==> src/rtl/cache_types_pkg.sv <==
// cache_types_pkg: shared data cache geometry, address split, frame layout and FSM states.
package cache_types_pkg;
  localparam int DTAG_W = 26;
  localparam int DIDX_W = 3;
  localparam int DSETS  = 8;
  localparam int DWAYS  = 2;
  typedef struct packed {
    logic [DTAG_W-1:0] tag;
    logic [DIDX_W-1:0] idx;
    logic              blkoff;
    logic [1:0]        bytoff;
  } dcachef_t;
  typedef struct packed {
    logic              valid;
    logic              dirty;
    logic [DTAG_W-1:0] tag;
    logic [1:0][31:0]  data;
  } dcache_frame_t;
  typedef enum logic [3:0] {IDLE, WB0, WB1, LD0, LD1, FCHK, FWB0, FWB1, FDONE} dstate_t;
endpackage

==> src/rtl/dcache_way.sv <==
// dcache_way: one way of the data cache, DSETS frames with per-field write enables.
// Ports: CLK/nRST clock and async active-low reset; idx selects the frame for read
// and write; cmp_tag is both the compare tag and the tag written by wr_tag;
// wr_valid sets valid, wr_dirty writes dirty_in, wr_data writes data_in to word wr_blk;
// frame is the selected frame, hit is valid && tag match.
module dcache_way
  import cache_types_pkg::*;
(
  input  logic              CLK,
  input  logic              nRST,
  input  logic [DIDX_W-1:0] idx,
  input  logic [DTAG_W-1:0] cmp_tag,
  input  logic              wr_valid,
  input  logic              wr_dirty,
  input  logic              wr_tag,
  input  logic              wr_data,
  input  logic              wr_blk,
  input  logic              dirty_in,
  input  logic [31:0]       data_in,
  output dcache_frame_t     frame,
  output logic              hit
);
  dcache_frame_t frames [DSETS];
  always_ff @(posedge CLK or negedge nRST) begin
    if (!nRST) begin
      for (int i = 0; i < DSETS; i++) frames[i] <= '0;
    end else begin
      if (wr_valid) frames[idx].valid <= 1'b1;
      if (wr_dirty) frames[idx].dirty <= dirty_in;
      if (wr_tag) frames[idx].tag <= cmp_tag;
      if (wr_data) frames[idx].data[wr_blk] <= data_in;
    end
  end
  assign frame = frames[idx];
  assign hit = frame.valid && (frame.tag == cmp_tag);
endmodule

==> src/rtl/dcache.sv <==
// dcache: 2-way, 8-set, 2-word-block write-back/write-allocate data cache with LRU and halt flush.
// Ports: CLK/nRST clock and async active-low reset; halt starts the flush;
// dmemREN/dmemWEN/dmemaddr/dmemstore datapath request, dhit/dmemload response,
// flushed sticky flush-done; dREN/dWEN/daddr/dstore memory request, dwait/dload memory response.
module dcache
  import cache_types_pkg::*;
(
  input  logic        CLK,
  input  logic        nRST,
  input  logic        halt,
  input  logic        dmemREN,
  input  logic        dmemWEN,
  input  logic [31:0] dmemaddr,
  input  logic [31:0] dmemstore,
  output logic        dhit,
  output logic [31:0] dmemload,
  output logic        flushed,
  output logic        dREN,
  output logic        dWEN,
  output logic [31:0] daddr,
  output logic [31:0] dstore,
  input  logic        dwait,
  input  logic [31:0] dload
);
  dcachef_t          a;
  dstate_t           st, st_n;
  logic [DSETS-1:0]  lru, lru_n;
  logic [3:0]        cnt, cnt_n;
  logic              vway, vway_n;
  logic [DIDX_W-1:0] idx;
  dcache_frame_t     f0, f1, vf, ff;
  logic              hit0, hit1, vict, sel, flushing, req;
  logic              wr_valid, wr_dirty, wr_tag, wr_data, wr_blk, dirty_in, wway;
  logic [31:0]       data_in;
  logic              unused_bytoff;
  assign a = dmemaddr;
  assign unused_bytoff = ^a.bytoff;
  assign req = dmemREN || dmemWEN;
  assign flushing = (st == FCHK) || (st == FWB0) || (st == FWB1);
  // During the flush the frame counter {set, way} owns the index lines.
  assign idx = flushing ? cnt[3:1] : a.idx;
  assign vict = !f0.valid ? 1'b0 : !f1.valid ? 1'b1 : lru[idx];
  // The victim is chosen in IDLE and latched so later states address the same way.
  assign sel = (st == IDLE) ? vict : vway;
  assign vf = sel ? f1 : f0;
  assign ff = cnt[0] ? f1 : f0;
  dcache_way way0 (
    .CLK(CLK), .nRST(nRST), .idx(idx), .cmp_tag(a.tag),
    .wr_valid(wr_valid && !wway), .wr_dirty(wr_dirty && !wway),
    .wr_tag(wr_tag && !wway), .wr_data(wr_data && !wway),
    .wr_blk(wr_blk), .dirty_in(dirty_in), .data_in(data_in),
    .frame(f0), .hit(hit0)
  );
  dcache_way way1 (
    .CLK(CLK), .nRST(nRST), .idx(idx), .cmp_tag(a.tag),
    .wr_valid(wr_valid && wway), .wr_dirty(wr_dirty && wway),
    .wr_tag(wr_tag && wway), .wr_data(wr_data && wway),
    .wr_blk(wr_blk), .dirty_in(dirty_in), .data_in(data_in),
    .frame(f1), .hit(hit1)
  );
  always_ff @(posedge CLK or negedge nRST) begin
    if (!nRST) begin
      st <= IDLE;
      lru <= '0;
      cnt <= '0;
      vway <= 1'b0;
    end else begin
      st <= st_n;
      lru <= lru_n;
      cnt <= cnt_n;
      vway <= vway_n;
    end
  end
  always_comb begin
    st_n = st;
    lru_n = lru;
    cnt_n = cnt;
    vway_n = vway;
    dhit = 1'b0;
    dmemload = '0;
    flushed = 1'b0;
    dREN = 1'b0;
    dWEN = 1'b0;
    daddr = '0;
    dstore = '0;
    wr_valid = 1'b0;
    wr_dirty = 1'b0;
    wr_tag = 1'b0;
    wr_data = 1'b0;
    wr_blk = a.blkoff;
    dirty_in = 1'b0;
    wway = sel;
    data_in = dload;
    case (st)
      IDLE: begin
        if (halt) begin
          st_n = FCHK;
        end else if (req && (hit0 || hit1)) begin
          dhit = 1'b1;
          wway = hit1;
          lru_n[idx] = !hit1;
          if (dmemWEN) begin
            wr_data = 1'b1;
            wr_dirty = 1'b1;
            dirty_in = 1'b1;
            data_in = dmemstore;
          end else begin
            dmemload = hit1 ? f1.data[a.blkoff] : f0.data[a.blkoff];
          end
        end else if (req) begin
          vway_n = vict;
          st_n = (vf.valid && vf.dirty) ? WB0 : LD0;
        end
      end
      WB0, WB1: begin
        dWEN = 1'b1;
        wr_blk = (st == WB1);
        daddr = {vf.tag, idx, wr_blk, 2'b00};
        dstore = vf.data[wr_blk];
        if (!dwait) st_n = (st == WB0) ? WB1 : LD0;
      end
      LD0, LD1: begin
        dREN = 1'b1;
        wr_blk = (st == LD1);
        daddr = {a.tag, idx, wr_blk, 2'b00};
        if (!dwait) begin
          wr_data = 1'b1;
          // Closing the refill validates the frame, clears dirty and installs the tag.
          wr_valid = (st == LD1);
          wr_dirty = (st == LD1);
          wr_tag = (st == LD1);
          st_n = (st == LD1) ? IDLE : LD1;
        end
      end
      FCHK: begin
        if (ff.valid && ff.dirty) st_n = FWB0;
        else if (cnt == 4'hF) st_n = FDONE;
        else cnt_n = cnt + 4'd1;
      end
      FWB0, FWB1: begin
        dWEN = 1'b1;
        wr_blk = (st == FWB1);
        daddr = {ff.tag, idx, wr_blk, 2'b00};
        dstore = ff.data[wr_blk];
        if (!dwait) begin
          if (st == FWB0) begin
            st_n = FWB1;
          end else begin
            wway = cnt[0];
            wr_dirty = 1'b1;
            st_n = (cnt == 4'hF) ? FDONE : FCHK;
            cnt_n = cnt + 4'd1;
          end
        end
      end
      FDONE: flushed = 1'b1;
      default: st_n = IDLE;
    endcase
  end
endmodule

==> config.mk <==
export PLATFORM = sky130hd
export DESIGN_NAME = dcache
export DESIGN_NICKNAME = d
export VERILOG_FILES = /design/src/rtl/cache_types_pkg.sv /design/src/rtl/dcache_way.sv /design/src/rtl/dcache.sv
export SDC_FILE = /design/constraint.sdc
export NUM_CORES = 2
export LEC_CHECK = 0
export BUFFER_PORTS_ARGS = -buffer_cell sky130_fd_sc_hd__buf_2
export CORE_MARGIN = 2
export CORE_UTILIZATION = 35
export CTS_CLUSTER_SIZE = 10
export DETAILED_ROUTE_END_ITERATION = 10
export GPL_TIMING_DRIVEN = 0
export PLACE_DENSITY_LB_ADDON = 0.1
export SYNTH_ARGS = -nofsm -noshare
export SYNTH_HDL_FRONTEND = slang
export SYNTH_SLANG_ARGS = --single-unit
export TNS_END_PERCENT = 20
==> constraint.sdc <==
create_clock -name CLK -period 5.4 [get_ports CLK]
set_input_delay 0.27 -clock CLK [delete_from_list [all_inputs] [get_ports CLK]]
set_output_delay 0.27 -clock CLK [all_outputs]
set_load 0.02 [all_outputs]
Word-level counts from Yosys, hierarchy flattened
Index checks and enable logic that the tools add are counted.
{"block": "word_totals", "word_cells": 252, "reg_bits": 1489}
{"block": "op_classes", "addsub": 1, "n_reduce_logical": 30, "order_cmp": 9, "bitwise": 4, "n_eq_ne": 20, "muxes": 104}
{"op": "$bwmux 736", "count": 8}
{"op": "$mux 736", "count": 8}
{"op": "$demux 92 s3", "count": 4}
{"op": "$mux 92", "count": 7}
{"op": "$mux 32", "count": 18}
{"op": "$bmux 92 s3", "count": 2}
{"op": "$pmux 32 s3", "count": 1}
{"op": "$mux 91", "count": 1}
{"op": "$mux 90", "count": 1}
{"op": "$mux 64", "count": 1}
{"op": "$pmux 32 s2", "count": 1}
{"op": "$mux 4", "count": 14}
{"op": "$eq 26x26->1", "count": 2}
{"op": "$demux 32 s1", "count": 1}
{"op": "$mux 1", "count": 25}
{"op": "$pmux 4 s6", "count": 1}
{"op": "$eq 4x3->1 const B", "count": 4}
{"op": "$logic_and 1x1->1", "count": 14}
{"op": "$ne 2x2->1 const B", "count": 6}
{"op": "$bwmux 8", "count": 1}
{"op": "$eq 4x2->1 const B", "count": 2}
{"op": "$eq 4x4->1 const B", "count": 2}
{"op": "$lt 1x2->1 const B", "count": 4}
{"op": "$pmux 4 s2", "count": 1}
{"op": "other kinds (27)", "count": 39}

Logic depth before layout (Yosys ltp)
{"block": "logic_depth", "depth_word": 24, "depth_mapped": 21, "ltp_nobuf": 12}

Modules after synthesis
From an unflattened synthesis, not the netlist that was laid out.
{"block": "unflattened", "hier_cells": 5444, "area_unflattened_um2": 72089.1}
{"mod": "dcache_way at way1", "cells_each": 2406, "instances": 1, "area_per_inst_um2": 33329.5}
{"mod": "dcache_way at way0", "cells_each": 2335, "instances": 1, "area_per_inst_um2": 32820.2}
{"mod": "dcache", "cells_each": 703, "instances": 1, "area_per_inst_um2": 5939.4}

Worst setup path after synthesis
No wires, ideal clock.
{"block": "synth_timing", "path_type": "reg2reg", "start": "register st[3]", "end": "register way1.frames[184] (netlist name)", "n_path_buf": 6, "t_required_ps": 5272, "path_stages_with_launch": 19, "path_slack_ps": 663, "setup_time_ps": 128, "t_arrival_ps": 4609, "cell_sequence": "dfrtp_1 nand2b_1 buf_2 buf_6 nor3_2 nor2_1 buf_2 buf_2 nor4_1 a21oi_2 xnor2_1 or4b_2 nor4_2 nand4_1 a21bo_1 buf_6 a2111oi_4 buf_6 mux2_1"}
{"block": "synth_via", "elab_chain_len": 23, "elab_cells_between_ends": 73}
{"item": "start: declaration", "line_no": "dcache.sv:26", "source": "dstate_t st, st_n;"}
{"item": "start signal: assignment", "line_no": "dcache.sv:68", "source": "st <= st_n;"}
{"item": "$eq 4x3->1, on equally long branches", "line_no": "dcache.sv:39, dcache.sv:94, dcache.sv:146"}
{"item": "$logic_or 1x1->1 (2 in a row)", "line_no": "dcache.sv:39", "source": "assign flushing = (st == FCHK) || (st == FWB0) || (st == FWB1);"}
{"item": "$mux 3", "line_no": "dcache.sv:41", "source": "assign idx = flushing ? cnt[3:1] : a.idx;"}
{"item": "$not 3->4 (implied by the code)"}
{"item": "$bmux 92 s3", "line_no": "dcache_way.sv:34", "source": "assign frame = frames[idx];"}
{"item": "$mux 92 (implied by the code) (2 in a row)", "line_no": "dcache_way.sv:34"}
{"item": "$eq 26x26->1", "line_no": "dcache_way.sv:35", "source": "assign hit = frame.valid && (frame.tag == cmp_tag);"}
{"item": "$logic_and 1x1->1", "line_no": "dcache_way.sv:35"}
{"item": "[... 5 more ...]"}
{"item": "$logic_and 1x1->1", "line_no": "dcache.sv:56, dcache.sv:57"}
{"item": "$mux 736", "line_no": "dcache_way.sv:28", "source": "if (wr_valid) frames[idx].valid <= 1'b1;"}
{"item": "$bwmux 736", "line_no": "dcache_way.sv:29", "source": "if (wr_dirty) frames[idx].dirty <= dirty_in;"}
{"item": "$mux 736", "line_no": "dcache_way.sv:29"}
{"item": "$bwmux 736", "line_no": "dcache_way.sv:30", "source": "if (wr_tag) frames[idx].tag <= cmp_tag;"}
{"item": "$mux 736", "line_no": "dcache_way.sv:30"}
{"item": "$bwmux 736", "line_no": "dcache_way.sv:31", "source": "if (wr_data) frames[idx].data[wr_blk] <= data_in;"}
{"item": "$mux 736 (*)", "line_no": "dcache_way.sv:31"}
{"item": "end: declaration", "line_no": "dcache_way.sv:23", "source": "dcache_frame_t frames [DSETS];"}
Mark *: on every way between the ends. The rest lies on a longest branch, timed or not. The select of a mux whose other input is x is not followed.
A chain may end at the register's enable or synchronous reset.

Worst setup path after layout
{"block": "layout_timing", "start": "register st[1]", "end": "register way0.frames[477] (netlist name)"}
{"block": "layout_via", "elab_chain_len": 24, "elab_cells_between_ends": 74}
{"item": "$eq 4x3->1, on equally long branches", "line_no": "dcache.sv:39, dcache.sv:94, dcache.sv:146"}
{"item": "$logic_or 1x1->1 (2 in a row)", "line_no": "dcache.sv:39"}
{"item": "$mux 3", "line_no": "dcache.sv:41"}
{"item": "$not 3->4 (implied by the code)"}
{"item": "$bmux 92 s3", "line_no": "dcache_way.sv:34"}
{"item": "$mux 92 (implied by the code) (2 in a row)", "line_no": "dcache_way.sv:34"}
{"item": "$eq 26x26->1", "line_no": "dcache_way.sv:35"}
{"item": "$logic_and 1x1->1", "line_no": "dcache_way.sv:35"}
{"item": "[... 6 more ...]"}
{"item": "$logic_and 1x1->1", "line_no": "dcache.sv:49, dcache.sv:50"}
{"item": "$mux 736", "line_no": "dcache_way.sv:28"}
{"item": "$bwmux 736", "line_no": "dcache_way.sv:29"}
{"item": "$mux 736", "line_no": "dcache_way.sv:29"}
{"item": "$bwmux 736", "line_no": "dcache_way.sv:30"}
{"item": "$mux 736", "line_no": "dcache_way.sv:30"}
{"item": "$bwmux 736", "line_no": "dcache_way.sv:31"}
{"item": "$mux 736 (*)", "line_no": "dcache_way.sv:31"}
{"item": "end: declaration", "line_no": "dcache_way.sv:23"}
Marks and branches as above.

==> run metrics <==
PortBufs=~190; gr usage total=between 30% and 40%; Flop pwr share=between 20% and 30%; Syn Std Cell Area=around 74000 µm²; antenna-violating nets left=0; CTS tree=built; setup ws final=-0.544 ns; failing checks=max-capacitance violations, max-slew violations, negative setup slack; register area share after synthesis=a little over 50%; Longest Clk Path Bufs=3; internal reg-to-reg setup slack=-0.54 ns; grt peak-use layer=met2; Max Cap Viol=2; Reg-to-Reg End=way0.frames[477]; routed len/inst=~44 µm; Pwr Density=between 600 and 700 nW/µm²; Post-Layout Cell Count=between 9000 and 10000; clock buffer count from CTS=between 150 and 200; crit path kind=register to register; worst-margin pin slew=between 1.5 and 2 ns; synthesis-to-finish area growth=25.1%; IO Count=202; Post-Route WL=about 420 mm; die width=462 µm; first-pass GRT wire length=~560 mm; via count=between 60000 and 70000; Crit Reg-Reg Startpoint=st[1]; drt pass-1 iters=6; met2 GRT Util=56.9%; Logic pwr share=51.7%; #FFs+latches synth=1489; share of post-route cells with drive strength above 1=approximately 44%; Clock Skews=approximately 0.063 ns; vias in the first global route=61600; worst hold path type=primary input to async pin; Placeable Area=209000 µm²; commonest cells after routing, fill and taps aside=1487 x dfrtp_1, 1481 x mux2_2, 470 x o22ai_1; Slew headroom=-5.15%; Int Power=between 30 and 40 mW; Arrival @ worst endpoint=~6.7 ns; Post-synth EDFFs=0; Ys Warns=0; static leakage=approximately 43 nW; dpl cells=9150; commonest non-fill, non-tap cell in the layout=dfrtp_1; Clk pwr share=19.8%; switching share of total power=45.0%; fin. max-slew vios=21; Critical Path Sink Type=register; Skew-Pair Late Insertion Delay=approximately 0.90 ns; Worst Setup Start Kind=register; Critical Path RT=~6 ns; clk root buf=clkbuf_16; FP Rows=~170; die height=approximately 460 µm; GR Util met3=between 10% and 20%; final core occ=a little over two fifths; clock slew at reported path FFs=approximately 0.060 ns; final setup vio count=1416; remaining global-route overflow=0; Post-synth ARST share=between 90% and 100%; initial antenna violation count=35; Final period util=110%; switching power=about 27 mW; Syn Area/Cell=between 10 and 15 µm²; DR vias/cell=around 6.4; Fin Hold WS=roughly 0.033 ns; CTS H-tree depth=4; worst-path maximum fanout=10; largest net degree at the start of global routing=approximately 160; final hold viol count=0; reg2reg path depth=22; Min Clock Period, post-route=5.94 ns; # DRC=0; Routability Congestion=around 0.99; Sink Count=around 1500; RSZ-0062 raised after global routing=yes; Syn Inst Count=6127; Tot Pwr=approximately 60 mW; outcome=complete, but fails checks; Fillers=19700; Starting Density=between 30% and 40%; Initial DRC Count=around 7500; grt met1 use=47.4%; Sum Neg Setup Slack=-286.49 ns; Final #Nets=slightly below 7000; die area=around 210000 µm²; Max Fclk=roughly 170 MHz; post-DP HPWL=286 mm; ys flop type=dfrtp_1; worst vdd ir=461 µV; Netlist cell types=100
-- cell usage after synthesis, drive strengths merged (7+ instances only) --
cell | n | area [µm²]
nor3 | 129 | 739
a211oi | 24 | 218
a2111oi | 13 | 139
or2 | 18 | 113
and2 | 13 | 81.3
o21ai | 112 | 561
clkbuf | 306 | 1150
o2bb2ai | 9 | 78.8
o32ai | 24 | 210
dfrtp | 1489 | 37300
xnor2 | 24 | 210
o31ai | 11 | 82.6
a21o | 15 | 113
buf | 293 | 1510
o211ai | 65 | 498
o22ai | 492 | 3080
nor4b | 9 | 78.8
mux2i | 105 | 1050
a311oi | 26 | 228
mux2 | 1519 | 17200
nand2b | 18 | 113
or3 | 22 | 138
o221a | 7 | 78.8
nand3 | 74 | 380
nor2b | 15 | 93.8
a31oi | 15 | 100
o2111ai | 42 | 368
nand4 | 12 | 75.1
xor2 | 14 | 123
nor3b | 30 | 225
a22oi | 30 | 225
a21oi | 134 | 682
inv | 43 | 161
o221ai | 56 | 490
and3 | 10 | 62.6
o22a | 39 | 342
nor2 | 293 | 1110
nand4b | 7 | 61.3
nor4 | 28 | 196
mux4 | 76 | 1710
nand2 | 371 | 1390
-- critical path: stages, from the launching register on --
cell and delay [ns]:
dfrtp_1 0.38, buf_6 0.13, or2_1 0.21, buf_6 0.16, buf_12 0.15, a21oi_4 0.34, nor2_4 0.10, buf_12 0.18
clkbuf_2 0.27, o22ai_2 0.28, o21a_2 0.29, xor2_2 0.15, nor2b_1 0.21, and3_2 0.27, nand3_4 0.10, buf_12 0.19
buf_4 0.16, a21boi_2 0.08, buf_4 0.17, buf_8 0.13, o211ai_1 1.08, buf_6 0.35, mux2_2 0.36
-- what timing repair did --
action | 4_1_cts | 5_1_grt
hold buffers | 69 | 0
setup buffers | 215 | 15
setup endpoints to repair | 1581 | 1555
pin swaps | 117 | 25
endpoints found under the hold margin | 533 | 0
cloned | 12 | 0
gates resized for setup | 1083 | 172
-- worst max-delay path by stage --
stage	from	end	slack, ns	depth (start not counted)
floorplan	st[3]	way1.frames[184]	0.66	18
global placement	nRST	way0.frames[515]	-30.79	1
detailed placement	dmemaddr[5]	way0.frames[271]	-4.45	19
CTS	st[2]	dmemload[17]	-0.31	20
global route	st[3]	dmemload[17]	-0.51	19
finish	st[1]	way0.frames[477]	-0.54	22
-- final cells by class --
cell class	instances	area, µm²	share of cell area, %
clock buffer	263	5140	5.58
multi-input combinational	3995	35700	38.8
tap	2805	3510	3.81
buffer	593	4850	5.27
timing repair buffer	527	4910	5.34
inverter	45	169	0.184
clock inverter	22	437	0.475
antenna	14	35.0	0.0381
sequential	1489	37300	40.5
-- per-stage QoR --
| step | setup slack [ns] | area [µm²] |
|---|---|---|
| final | -0.544 | 92000 |
| after global routing | -0.513 | 92000 |
| after CTS | -0.309 | 91400 |
| after detailed placement | -4.45 | 78800 |
| after global placement | -30.79 | 78000 |
| after floorplan | 0.663 | 73600 |
-- metal layers --
metal / share of wire, % / routed length [µm] / up-vias
met4: 10 / 43200 / 24
met5: 0.050 / 213 / -
met3: 9.7 / 41000 / 1425
met1: 38 / 160000 / 33000
met2: 42 / 180000 / 4038
li1: - / - / 24200
-- power by group through the flow --
stage | registers, mW | clock network, mW | logic (mW)
6_report | 17.1 | 11.9 | 31.1
5_1_grt | 17.5 | 12.4 | 31.5
4_1_cts | 17.0 | 11.9 | 29.6
3_5_place_dp | 17.2 | 0 | 25.8
3_3_place_gp | 17.1 | 0 | 25.4
2_1_floorplan | 16.5 | 0 | 14.5
-- state kept, by name, summed over array words and instances, names as in the netlist --
name	count
cnt	4
lru	8
st	4
vway	1
way0.frames	736
way1.frames	736
-- logic make-up (layout without fill, tap and decap cells) --
group	Yosys count	in the layout	share of synthesized area, %
mux	1700	1700	27.1
flops	1489	1489	50.7
compound gates	1179	1179	11.0
simple gates	1075	1075	6.93
xor+xnor	38	38	0.452
buf+inv	644	1450	3.85
other cells	1	16	0.00510
fa+ha+maj	1	1	0.0170
No activity file was read; power rests on OpenSTA's default activity.
